## src/rtl/seg7_mux_n_if.sv

```systemverilog
// Display-side bundle for seg7_mux_n: data/control in from the host, cathode/anode drive out.
interface seg7_mux_n_if #(
  parameter int NUM_DIGITS = 8
);
  logic [4*NUM_DIGITS-1:0] value;
  logic [NUM_DIGITS-1:0]   dp_in;
  logic                    load;
  logic                    lz_blank;
  logic [3:0]              brightness;
  logic [0:6]              seg;
  logic                    dp;
  logic [NUM_DIGITS-1:0]   digit;
  logic                    pending;
  logic                    frame_done;

  modport master (
    output value, dp_in, load, lz_blank, brightness,
    input  seg, dp, digit, pending, frame_done
  );
  modport slave (
    input  value, dp_in, load, lz_blank, brightness,
    output seg, dp, digit, pending, frame_done
  );
endinterface

```

## src/rtl/seg7_mux_n.sv

```systemverilog
// Time-multiplexed N-digit hex 7-segment driver with frame-aligned shadow update.
// Optional anode PWM dimming when SEG7_MUX_PWM_EN is defined.
module seg7_mux_n_lane (
  input  logic [3:0] i_nib,
  input  logic       i_blank,
  output logic [0:6] o_seg
);
  always_comb begin
    o_seg = 7'b1111111;
    if (!i_blank) begin
      case (i_nib)
        4'h0: o_seg = 7'b0000001;
        4'h1: o_seg = 7'b1001111;
        4'h2: o_seg = 7'b0010010;
        4'h3: o_seg = 7'b0000110;
        4'h4: o_seg = 7'b1001100;
        4'h5: o_seg = 7'b0100100;
        4'h6: o_seg = 7'b0100000;
        4'h7: o_seg = 7'b0001111;
        4'h8: o_seg = 7'b0000000;
        4'h9: o_seg = 7'b0000100;
        4'hA: o_seg = 7'b0001000;
        4'hB: o_seg = 7'b1100000;
        4'hC: o_seg = 7'b0110001;
        4'hD: o_seg = 7'b1000010;
        4'hE: o_seg = 7'b0110000;
        4'hF: o_seg = 7'b0111000;
      endcase
    end
  end
endmodule

module seg7_mux_n #(
  parameter int NUM_DIGITS     = 8,
  parameter int REFRESH_CYCLES = 100000
) (
  input  logic         clk_100MHz,
  input  logic         reset,
  seg7_mux_n_if.slave  bus
);
  localparam int TW = $clog2(REFRESH_CYCLES);
  localparam int IW = $clog2(NUM_DIGITS);

  logic [TW-1:0]                r_timer;
  logic [IW-1:0]                r_idx;
  logic [NUM_DIGITS-1:0][3:0]   r_sh_val, r_act_val;
  logic [NUM_DIGITS-1:0]        r_sh_dp, r_act_dp;
  logic                         r_pending, r_frame_done;
  logic [0:6]                   r_seg;
  logic                         r_dp;
  logic [NUM_DIGITS-1:0]        r_digit;
  logic                         w_slot_end, w_frame_end, w_anode_en;
  logic [NUM_DIGITS-1:0]        w_blank;
  logic [NUM_DIGITS-1:0][0:6]   w_glyph;
  logic [NUM_DIGITS-1:0][3:0]   w_value;

  assign w_value     = bus.value;
  assign w_slot_end  = (r_timer == TW'(REFRESH_CYCLES - 1));
  assign w_frame_end = w_slot_end && (r_idx == IW'(NUM_DIGITS - 1));

  always_ff @(posedge clk_100MHz or negedge reset) begin
    if (!reset) begin
      r_timer <= '0;
      r_idx   <= '0;
    end else if (w_slot_end) begin
      r_timer <= '0;
      r_idx   <= w_frame_end ? '0 : r_idx + 1'b1;
    end else begin
      r_timer <= r_timer + 1'b1;
    end
  end

  // A load on the boundary cycle wins pending; the transfer still takes the old shadow.
  always_ff @(posedge clk_100MHz or negedge reset) begin
    if (!reset) begin
      r_sh_val  <= '0;
      r_sh_dp   <= '0;
      r_act_val <= '0;
      r_act_dp  <= '0;
      r_pending <= 1'b0;
    end else begin
      if (bus.load) begin
        r_sh_val <= w_value;
        r_sh_dp  <= bus.dp_in;
      end
      if (w_frame_end && r_pending) begin
        r_act_val <= r_sh_val;
        r_act_dp  <= r_sh_dp;
      end
      if (bus.load)         r_pending <= 1'b1;
      else if (w_frame_end) r_pending <= 1'b0;
    end
  end

  // Blank every digit above the highest non-zero nibble; digit 0 always shows.
  always_comb begin
    logic nz;
    nz      = 1'b0;
    w_blank = '0;
    for (int i = NUM_DIGITS - 1; i >= 1; i--) begin
      nz         = nz | (|r_act_val[i]);
      w_blank[i] = bus.lz_blank && !nz;
    end
  end

  for (genvar g = 0; g < NUM_DIGITS; g++) begin : g_lane
    seg7_mux_n_lane u_lane (
      .i_nib   (r_act_val[g]),
      .i_blank (w_blank[g]),
      .o_seg   (w_glyph[g])
    );
  end

`ifdef SEG7_MUX_PWM_EN
  logic [3:0] r_pwm;
  always_ff @(posedge clk_100MHz or negedge reset) begin
    if (!reset) r_pwm <= '0;
    else        r_pwm <= r_pwm + 1'b1;
  end
  assign w_anode_en = (r_pwm <= bus.brightness);
`else
  logic w_unused_brightness;
  assign w_unused_brightness = ^bus.brightness;
  assign w_anode_en          = 1'b1;
`endif

  always_ff @(posedge clk_100MHz or negedge reset) begin
    if (!reset) begin
      r_seg        <= 7'b1111111;
      r_dp         <= 1'b1;
      r_digit      <= '1;
      r_frame_done <= 1'b0;
    end else begin
      r_seg        <= w_glyph[r_idx];
      r_dp         <= ~r_act_dp[r_idx];
      r_digit      <= w_anode_en ? ~(NUM_DIGITS'(1) << r_idx) : '1;
      r_frame_done <= w_frame_end;
    end
  end

  assign bus.seg        = r_seg;
  assign bus.dp         = r_dp;
  assign bus.digit      = r_digit;
  assign bus.pending    = r_pending;
  assign bus.frame_done = r_frame_done;
endmodule

```

## src/flat_wrapper.sv

```systemverilog
// flat-port wrapper written by rule: the top's interface ports become plain ports
module seg7_mux_n_flat 
#(
  parameter int NUM_DIGITS     = 8,
  parameter int REFRESH_CYCLES = 100000
)
  (clk_100MHz, reset, bus_value, bus_dp_in, bus_load, bus_lz_blank, bus_brightness, bus_seg, bus_dp, bus_digit, bus_pending, bus_frame_done);
  seg7_mux_n_if #(.NUM_DIGITS(NUM_DIGITS)) bus_i ();
  input  logic clk_100MHz;
  input  logic reset;
  input wire logic [$bits(bus_i.value)-1:0] bus_value;
  input wire logic [$bits(bus_i.dp_in)-1:0] bus_dp_in;
  input wire logic [$bits(bus_i.load)-1:0] bus_load;
  input wire logic [$bits(bus_i.lz_blank)-1:0] bus_lz_blank;
  input wire logic [$bits(bus_i.brightness)-1:0] bus_brightness;
  output wire logic [$bits(bus_i.seg)-1:0] bus_seg;
  output wire logic [$bits(bus_i.dp)-1:0] bus_dp;
  output wire logic [$bits(bus_i.digit)-1:0] bus_digit;
  output wire logic [$bits(bus_i.pending)-1:0] bus_pending;
  output wire logic [$bits(bus_i.frame_done)-1:0] bus_frame_done;
  assign bus_i.value = bus_value;
  assign bus_i.dp_in = bus_dp_in;
  assign bus_i.load = bus_load;
  assign bus_i.lz_blank = bus_lz_blank;
  assign bus_i.brightness = bus_brightness;
  assign bus_seg = bus_i.seg;
  assign bus_dp = bus_i.dp;
  assign bus_digit = bus_i.digit;
  assign bus_pending = bus_i.pending;
  assign bus_frame_done = bus_i.frame_done;
  seg7_mux_n #(.NUM_DIGITS(NUM_DIGITS), .REFRESH_CYCLES(REFRESH_CYCLES)) u_core (.clk_100MHz(clk_100MHz), .reset(reset), .bus(bus_i));
endmodule
```

## config.mk

```make
export PLATFORM = sky130hd
export DESIGN_NAME = seg7_mux_n_flat
export DESIGN_NICKNAME = d
export VERILOG_FILES = /design/src/rtl/seg7_mux_n_if.sv /design/src/rtl/seg7_mux_n.sv /design/src/flat_wrapper.sv
export SDC_FILE = /design/constraint.sdc
export NUM_CORES = 1
export LEC_CHECK = 0
export CAP_MARGIN = 25
export CORE_ASPECT_RATIO = 1.2
export CORE_MARGIN = 2
export CORE_UTILIZATION = 39
export CTS_CLUSTER_SIZE = 10
export DETAILED_ROUTE_END_ITERATION = 7
export PLACE_DENSITY_LB_ADDON = 0.2
export SYNTH_ARGS = -nofsm -noshare
export SYNTH_HDL_FRONTEND = slang
export SYNTH_SLANG_ARGS = --single-unit
```

## constraint.sdc

```tcl
create_clock -name clk_100MHz -period 3.3 [get_ports clk_100MHz]
set_input_delay 0.825 -clock clk_100MHz [delete_from_list [all_inputs] [get_ports clk_100MHz]]
set_output_delay 0.825 -clock clk_100MHz [all_outputs]
set_load 0.05 [all_outputs]
```

==> flow_summary.ini <==
[clock_tree]
h-tree-depth = 4
cts.sinks = 118
post_cts_buffers = 0
clkLatencyLatePin_ns = 0.42
cts-resized-gates = 0
cts_tree = yes
cts-root-buf = clkbuf_16
path_clk_slew_ns = 0.06
postCtsHoldBufs = 0
clk_path_buf_depth = 2
cts_buffers = 17

[worst_hold_path]
hold_class = in2async

[timing]
relSlewSlack_pct = 62.63
fin_crit_sh_pct = 83.44
tns_ns = 0
drv_slew = 0
rsz0062_at_grt = false
hold_viol = 0
tightestPinTransition_ns = 0.5594
skew_ns = 0.01316
period_needed_ns = 2.754
fin_ws_ns = 0.5464
fmax_mhz = 363.2
setup_violations = 0

[power_and_ir_drop]
power_frac_clock_pct = 49.7
pwr-share-seq_pct = 45.4
power.switching_uw = 794.5
p_leak_uw = 0.003620
ir_worst_vdd_v = 0.0003277
power.internal_uw = 2559
netSwitchingFraction_pct = 23.69
powerDensity_nw_per_um2 = 398.4
power_frac_comb_pct = 4.9

[die]
coreArea_sq_um = 17970
die_x_microns = 127.1
io-pin-count = 66
die_h_microns = 151.7
die_area_sq_um = 19270
rows = 54
start_util_pct = 39.43

[setup_path]
required_ns = 3.64
cp-start-kind = flop
crit_arrival_ns = 3.09
end_kind = flop
r2r_setup_slack_ns = 0.55
worst_r2r_path_depth = 7
worstPathMaxFanout = 7
r2r-start = u_core.r_act_val[20]
path_class = reg2reg
r2r-end = u_core.bus.seg[5]

[finish]
fin_nets = 794
final_layout_size_suffix_gt1_share_pct = 23.52
insertedDiodeCount = 0
final_cell_mix = dfrtp_1 (102), clkdlybuf4s50_1 (59), mux2_2 (49), ha_1 (49), mux2_4 (40)
layout_commonest_cell = dfrtp_1
syn_to_final_growth_pct = 18.77

[global_route]
grt.total_usage_pct = 16.85
grt_max_degree = 42
grt_use_met1_pct = 20.74
use_met2_pct = 28.82
grt_pass1_vias = 5100
antenna_found_initial = 0
grt_overflow_total = 0
grt_busiest_layer = met2
met3_usage_pct = 3.511
grt_pass1_wl_microns = 25510

[synthesis]
ys_types = 56
syn_area_sq_um = 7087
avgSynthCellArea_sq_um = 10.95
synthArstFlopShare_pct = 100.0
yosysTopAreaCell = dfrtp_1
syn_nets = 744
synth_edf_count = 0
synthesis.instances = 647
synth.area.top_cells = dfrtp_1 (36%), ha_1 (8.7%), mux2_4 (8.5%), mux2_2 (7.8%), dfstp_2 (5.9%)
seq_area_frac_synth_pct = 41.95
synth-main-ff-cell = dfrtp_1
ys_warn_count = 0
ys_ff_latch = 118
synth_top_area_share_pct = 36.02

[routing]
num_vias = 5034
first_iter_violations = 309
postRouteAntennaNets = 0
vias_per_cell = 5.390
drtPass1Iterations = 4
wl_per_cell_microns = 16.54
drt_wl_total_microns = 15450
drcViolationCount = 0

[placement]
place.gp.congestion = 0.9095
pre_cts_ws_ns = 0.2564
numPortBuffers = 61
hpwl_microns = 10970

[flow_run]
max_cap_violations = 0

[outcome]
status = completed
[final cells by class]
class                           count  area [sq um]
Timing Repair Buffer               73         705.7
Clock buffer                       18         429.2
Inverter                           33         123.9
Multi-Input combinational cell    454          3800
Clock inverter                     14         105.1
Tap cell                          224         280.3
Sequential cell                   118          2973
Fill cell                        1641          9555
[cell usage after synthesis, types with 5 or more instances]
cell      instances
nor3_1            9
mux4_2            5
nor3b_1           5
dfrtp_1         102
nand2_1          39
mux2_2           49
xor2_1            7
mux2_4           40
nor2b_1           9
xnor2_1           8
clkbuf_1         30
a311o_1           7
inv_1            32
a21oi_1          30
nor2_1           39
a211oi_1         13
dfstp_2          16
mux2i_1          13
buf_1             6
o21ai_0          34
nand3_1          15
a31oi_1          10
o211ai_1          7
and3_1            5
ha_1             49
o221ai_1         11
[per-stage QoR]
| stage | util (%) | std cells | hold WS (ns) | power (uW) | instance area, sq um |
|---|---|---|---|---|---|
| after floorplan | - | 647 | 0.4239 | 1612 | 7087 |
| after global placement | 43.86 | 902 | 0.4341 | 1711 | 7883 |
| after detailed placement | 43.86 | 902 | 0.4488 | 1718 | 7883 |
| after CTS | 46.83 | 934 | 0.3871 | 3412 | 8417 |
| after global routing | 46.83 | 934 | 0.4003 | 3494 | 8417 |
| final | 46.83 | 934 | 0.3782 | 3353 | 8417 |
[worst max path at each step]
stage	slack, ns	startpoint	endpoint
final	0.55	u_core.r_act_val[20]	u_core.bus.seg[5]
after global routing	0.38	u_core.r_act_val[20]	u_core.bus.seg[1]
after CTS	0.56	u_core.r_act_val[20]	u_core.bus.seg[5]
after detailed placement	0.26	bus_lz_blank	u_core.bus.seg[5]
after global placement	0.26	bus_lz_blank	u_core.bus.seg[6]
after floorplan	0.93	bus_lz_blank	u_core.bus.seg[4]
[power groups by stage]
stage | Combinational [uW] | Sequential, uW | Clock, uW
2_1_floorplan | 72.4 | 1540 | 0
3_3_place_gp | 163 | 1550 | 0
3_5_place_dp | 168 | 1550 | 0
4_1_cts | 168 | 1520 | 1720
5_1_grt | 181 | 1530 | 1780
6_report | 163 | 1520 | 1670
[worst max-delay path: stages, from the launching register on]
cell and delay, ns:
dfrtp_1 0.45, inv_1 0.13, ha_1 0.22, nor3b_1 0.50, nand4_1 0.26, or3_1 0.53
a311o_1 0.36, a32oi_1 0.21
[registers in the layout (all words and copies together) (netlist names)]
name,flops
u_core.r_timer,17
u_core.bus.frame_done,1
u_core.r_idx,3
u_core.bus.seg,7
u_core.bus.digit,8
u_core.r_act_val,32
u_core.bus.pending,1
u_core.r_sh_val,32
u_core.bus.dp,1
u_core.r_sh_dp,8
u_core.r_act_dp,8
[cell families (layout without fill, tap and decap cells)]
| kind of cell | count (synthesis) | after routing | share of synthesized area [%] |
|---|---|---|---|
| AOI/OAI and AO/OA | 134 | 134 | 12.55 |
| xor gates and xnor gates | 15 | 15 | 1.854 |
| adders and majority gates | 49 | 49 | 8.651 |
| buffers and inverters | 75 | 138 | 4.431 |
| DFF | 118 | 118 | 41.95 |
| muxes | 107 | 107 | 19.69 |
| and+or+nand+nor | 149 | 149 | 10.88 |
[per-layer routing]
metal | part of all wire, % | up-vias | routed length, microns
li1 | - | 2439 | -
met1 | 45 | 2482 | 6956
met2 | 49 | 94 | 7640
met3 | 3.8 | 19 | 584
met4 | 1.7 | 0 | 266
met5 | 0 | - | 0
No activity file was read; power rests on OpenSTA's default activity.
